===== src/rtl/column_token_parser.sv =====
// Byte-stream worksheet parser feeding the column reducer: numbers, operator and done are serialised into separate cycles.
// Optional `PARSER_COL_COUNT_EN adds a 16-bit col_count output counting emitted done strobes.
module column_token_parser #(
  parameter int NUM_W = 32
) (
  input  logic             clk,
  input  logic             rst,
  input  logic             in_valid,
  input  logic [7:0]       in_data,
  output logic             in_ready,
  output logic             num_valid,
  output logic [NUM_W-1:0] num_in,
  output logic             op_valid,
  output logic             op_in,
  output logic             done,
  output logic             err
`ifdef PARSER_COL_COUNT_EN
  ,
  output logic [15:0]      col_count
`endif
);

  // state   | meaning
  // ACCEPT  | taking bytes, building numbers
  // OP_ST   | number was flushed by operator, emit op_valid next
  // DONE_ST | emit done, then resume
  typedef enum logic [1:0] {ACCEPT, OP_ST, DONE_ST} state_t;

  localparam logic [NUM_W+3:0] SAT = {4'b0000, {NUM_W{1'b1}}};

  state_t           state, state_nxt;
  logic [NUM_W-1:0] acc, acc_nxt, num_in_nxt;
  logic             pending, pending_nxt;
  logic             op_lat, op_lat_nxt;
  logic             num_valid_nxt, op_valid_nxt, op_in_nxt, done_nxt, err_nxt;
  logic             accept, is_digit, is_sep, is_op, is_mul;
  logic [NUM_W+3:0] mac;

  assign in_ready = (state == ACCEPT);
  assign accept   = in_valid && in_ready;
  assign is_digit = (in_data >= 8'h30) && (in_data <= 8'h39);
  assign is_sep   = (in_data == 8'h20) || (in_data == 8'h0A) || (in_data == 8'h0D);
  assign is_mul   = (in_data == 8'h2A);
  assign is_op    = (in_data == 8'h2B) || is_mul;
  // Extra 4 bits make overflow of acc*10+d visible for saturation.
  assign mac      = ({4'b0000, acc} * (NUM_W+4)'(10)) + (NUM_W+4)'(in_data[3:0]);

  always_comb begin
    state_nxt     = state;
    acc_nxt       = acc;
    pending_nxt   = pending;
    op_lat_nxt    = op_lat;
    num_valid_nxt = 1'b0;
    num_in_nxt    = num_in;
    op_valid_nxt  = 1'b0;
    op_in_nxt     = op_in;
    done_nxt      = 1'b0;
    err_nxt       = err;
    case (state)
      ACCEPT: begin
        if (accept) begin
          if (is_digit) begin
            pending_nxt = 1'b1;
            if (mac > SAT) begin
              acc_nxt = '1;
              err_nxt = 1'b1;
            end else begin
              acc_nxt = mac[NUM_W-1:0];
            end
          end else if (is_sep || is_op) begin
            if (pending) begin
              num_valid_nxt = 1'b1;
              num_in_nxt    = acc;
              acc_nxt       = '0;
              pending_nxt   = 1'b0;
            end
            if (is_op) begin
              op_lat_nxt = is_mul;
              if (pending) begin
                state_nxt = OP_ST;
              end else begin
                op_valid_nxt = 1'b1;
                op_in_nxt    = is_mul;
                state_nxt    = DONE_ST;
              end
            end
          end else begin
            err_nxt = 1'b1;
          end
        end
      end
      OP_ST: begin
        op_valid_nxt = 1'b1;
        op_in_nxt    = op_lat;
        state_nxt    = DONE_ST;
      end
      DONE_ST: begin
        done_nxt  = 1'b1;
        state_nxt = ACCEPT;
      end
      default: state_nxt = ACCEPT;
    endcase
  end

  always_ff @(posedge clk) begin
    if (rst) begin
      state     <= ACCEPT;
      acc       <= '0;
      pending   <= 1'b0;
      op_lat    <= 1'b0;
      num_valid <= 1'b0;
      num_in    <= '0;
      op_valid  <= 1'b0;
      op_in     <= 1'b0;
      done      <= 1'b0;
      err       <= 1'b0;
    end else begin
      state     <= state_nxt;
      acc       <= acc_nxt;
      pending   <= pending_nxt;
      op_lat    <= op_lat_nxt;
      num_valid <= num_valid_nxt;
      num_in    <= num_in_nxt;
      op_valid  <= op_valid_nxt;
      op_in     <= op_in_nxt;
      done      <= done_nxt;
      err       <= err_nxt;
    end
  end

`ifdef PARSER_COL_COUNT_EN
  always_ff @(posedge clk) begin
    if (rst) begin
      col_count <= '0;
    end else if (done) begin
      col_count <= col_count + 16'd1;
    end
  end
`endif

endmodule


===== config.mk =====
export PLATFORM = sky130hd
export DESIGN_NAME = column_token_parser
export DESIGN_NICKNAME = d
export VERILOG_FILES = /design/src/rtl/column_token_parser.sv
export SDC_FILE = /design/constraint.sdc
export NUM_CORES = 1
export LEC_CHECK = 0
export ABC_AREA = 0
export CAP_MARGIN = 15
export CORE_MARGIN = 5
export CORE_UTILIZATION = 24
export CTS_CLUSTER_SIZE = 20
export DETAILED_ROUTE_END_ITERATION = 8
export HOLD_SLACK_MARGIN = 0.12
export PLACE_DENSITY = 0.36
export REMOVE_ABC_BUFFERS = 1
export SYNTH_ARGS = -nofsm -noshare
export SYNTH_HDL_FRONTEND = slang
export SYNTH_SLANG_ARGS = --single-unit

===== constraint.sdc =====
create_clock -name clk -period 8.71 [get_ports clk]
set_clock_uncertainty 0.05 [all_clocks]
set_input_delay 1.3065 -clock clk [delete_from_list [all_inputs] [get_ports clk]]
set_output_delay 1.3065 -clock clk [all_outputs]
set_load 0.01 [all_outputs]

==> impl_metrics.py <==
metrics = {
    "synth": {
        "synth_edf_count": 0,
        "yosysTopAreaCell": "dfxtp_1",
        "syn_area_per_cell_um2": 7.65,
        "yosysWarnings": 0,
        "ys_ff_latch": 73,
        "synth_fa_ha_area_frac": 0.145,
        "synth_top_family_by_area": "compound AO/OA/AOI/OAI gates",
        "synthArstFlopShare": 0,
        "netlist_area_um2": 5710,
        "synthXorXnorAreaFrac": 0.0691,
        "synth_compound_area_frac": 0.265,
        "synthFlopType": "dfxtp_1",
        "ys_types": 63,
        "synth_top_area_frac": 0.256,
        "synth-seq-area-share": 0.256,
        "synthMuxAreaShare": 0.00351,
        "synthCells": 746,
        "yosys.area_share.simple": 0.224,
        "netlist_top_cells_area": "dfxtp_1 (26%), ha_1 (14%), a21oi_1 (9.0%), nand2_1 (8.6%), xnor2_1 (3.5%)",
    },
    "floorplan": {
        "die_width_um": 164,
        "io_pins": 49,
        "core_um2": 23500,
        "design.die.area_um2": 27000,
        "die_h_um": 164,
        "start_util": 0.243,
        "rows": 56,
    },
    "setup_path": {
        "worstPathRequired_ns": 8.93,
        "path_max_fanout": 33,
        "setup.worst_path.end_class": "flip-flop",
        "worstSetupStartpointType": "input port",
        "criticalPathCategory": "in -> reg",
        "cp_data_arrival_time_ns": 5.22,
    },
    "outcome": {
        "status": "finished clean",
    },
    "global_routing": {
        "grt_overflow": 0,
        "grt_pass1_wl_mm": 30.5,
        "track_usage": 0.143,
        "grt_start_max_net_pins": 73,
        "grt_pass1_vias": 5524,
        "grt_antenna_before_repair": 0,
    },
    "drt": {
        "via_per_inst": 5.01,
        "ant_nets": 0,
        "drc": 0,
        "dr_total_vias": 5478,
        "drt_iter0_markers": 260,
        "wl_mm": 18.9,
        "drt_pre_antenna_iters": 4,
        "routedWlPerCell_um": 17.3,
    },
    "sta": {
        "worst_slack_ns": 3.70,
        "max_slew_margin": 0.408,
        "setup_viol": 0,
        "period_share": 0.575,
        "fmax_ghz": 0.200,
        "final.min_clock_period_ns": 5.01,
        "worstMarginPinSlew_ns": 0.875,
        "drv_slew": 0,
        "rsz0062_at_grt": "false",
        "hold_violations": 0,
        "setup_tns_ns": 0,
    },
    "final_layout": {
        "area_delta_synth_final_pct": 18.8,
        "utilization": 0.289,
        "layout-drive-gt1-share": 0.0426,
        "final_net_count": 846,
        "antenna_cells": 0,
        "fin_cells": 1094,
    },
    "clocking": {
        "cts_tree": "built",
        "cts_root_buf": "clkbuf_16",
        "cts_buffer_depth": 2,
        "cts_buffers": 9,
        "post_cts_buffers": 0,
        "clkSinkCount": 73,
        "clkTransAtPathRegs_ns": 0.06,
        "clk_latency_ns": 0.34,
        "cts_hold_buffers": 0,
        "cts_resized": 0,
        "htree_levels": 3,
    },
    "placed_design": {
        "port-buffer-count": 48,
        "dp_cells": 1077,
        "place_congestion": 0.816,
        "hpwl_mm": 14.7,
        "dp_slack_ns": 3.35,
    },
    "pwr": {
        "switching_share": 0.229,
        "p_switching_w": 0.000168,
        "peakVddDrop_v": 0.0000861,
        "p_int_w": 0.000566,
        "power_density_nw_per_um2": 108,
        "clkPwrFrac": 0.515,
        "power_frac_comb": 0.029,
        "power.leakage_nw": 2.56,
        "power.share.sequential": 0.456,
    },
    "job": {
        "maxCapViolCount": 0,
    },
    "min_path": {
        "hold_path_class": "reg -> reg",
    },
}
==> power groups by stage <==
stage / Combinational [W] / Clock [W] / Sequential (W)
3_5_place_dp: 0.0000214 / 0 / 0.000343
4_1_cts: 0.0000216 / 0.000393 / 0.000335
2_1_floorplan: 0.00000681 / 0 / 0.000343
3_3_place_gp: 0.0000214 / 0 / 0.000343
5_1_grt: 0.0000241 / 0.000408 / 0.000335
6_report: 0.0000215 / 0.000378 / 0.000335
==> per-stage QoR <==
stage | instance area (um^2) | hold slack, ns | power (W)
6_report | 6780 | 0.402 | 0.000735
5_1_grt | 6780 | 0.426 | 0.000766
4_1_cts | 6770 | 0.405 | 0.000749
3_5_place_dp | 6460 | 0.396 | 0.000364
3_3_place_gp | 6460 | 0.394 | 0.000364
2_1_floorplan | 5540 | 0.404 | 0.000349
==> worst max-delay path: stages <==
cell and delay, ns:
clkdlybuf4s50_1 0.53, ha_1 0.34, a21o_1 0.11, a21oi_1 0.11
nor4_1 0.50, nand4_1 0.26, nor4_1 0.37, nand4_1 0.22
or3_1 0.41, o31ai_1 0.34, a211oi_4 0.10, buf_4 0.28
a21o_1 0.23, a21oi_1 0.12
==> path summary, 6_finish.rpt <==
path / from / endpoint / slack (ns) / depth (start not counted)
worst max register to register: acc[1] / acc[19] / 3.72 / 16
worst max-delay path: in_data[2] / acc[0] / 3.70 / 14
worst min register to register: num_in[31] / num_in[31] / 0.40 / 2
worst min-delay path: num_in[31] / num_in[31] / 0.40 / 2
==> cells in the final DEF, fill, tap and decap left out, types with 6 or more instances in the layout <==
master,count
a211oi_1,14
a21o_1,25
a21oi_1,103
a311oi_1,9
and2_1,6
and4_1,6
clkbuf_16,9
clkdlybuf4s50_1,47
dfxtp_1,73
ha_1,63
inv_1,12
nand2_1,131
nand3_1,21
nand4_1,9
nor2_1,43
nor3_1,14
nor4_1,8
o21a_1,7
o21ai_0,20
o21ai_1,7
or3_1,8
xnor2_1,23
xor2_1,22
==> sequential cells by signal, indices dropped and copies added, names as in the netlist <==
signal	cells
op_lat	1
op_in	1
done	1
num_valid	1
op_valid	1
state	2
pending	1
num_in	32
acc	32
err	1
==> synth_stat cells, drive strengths merged, types with 5 or more instances <==
cell type / count
a211oi: 17
dfxtp: 73
o211ai: 5
nor2: 43
and4: 7
a21oi: 103
o21a: 7
nand3: 21
buf: 7
nor3: 15
and2: 6
a211o: 5
a311oi: 9
o21bai: 5
xnor2: 23
xor2: 22
a21o: 25
ha: 63
o21ai: 27
inv: 12
nand2: 131
and3: 5
nand4: 10
clkbuf: 34
nor4: 8
or3: 8
==> final cells by class <==
type / count / area (um^2)
clock buffer: 9 / 225
fill: 2574 / 16700
tap: 319 / 399
multi-input combinational: 620 / 4040
sequential: 73 / 1460
inverter: 12 / 45.0
clock inverter: 7 / 78.8
timing repair buffer: 54 / 528
==> per-layer routing <==
layer	GRT usage	vias up	routed length, um
met4	0.0259	0	221
li1	-	2771	-
met5	0	-	0
met1	0.181	2606	8530
met2	0.255	84	9580
met3	0.0243	17	566
==> cells by family after synthesis <==
family | Yosys count
and+or+nand+nor | 272
AOI/OAI and AO/OA | 236
DFF | 73
adders and majority gates | 65
buffers and inverters | 53
xor gates and xnor gates | 45
muxes | 2
Power figures use the tool's default switching activity.
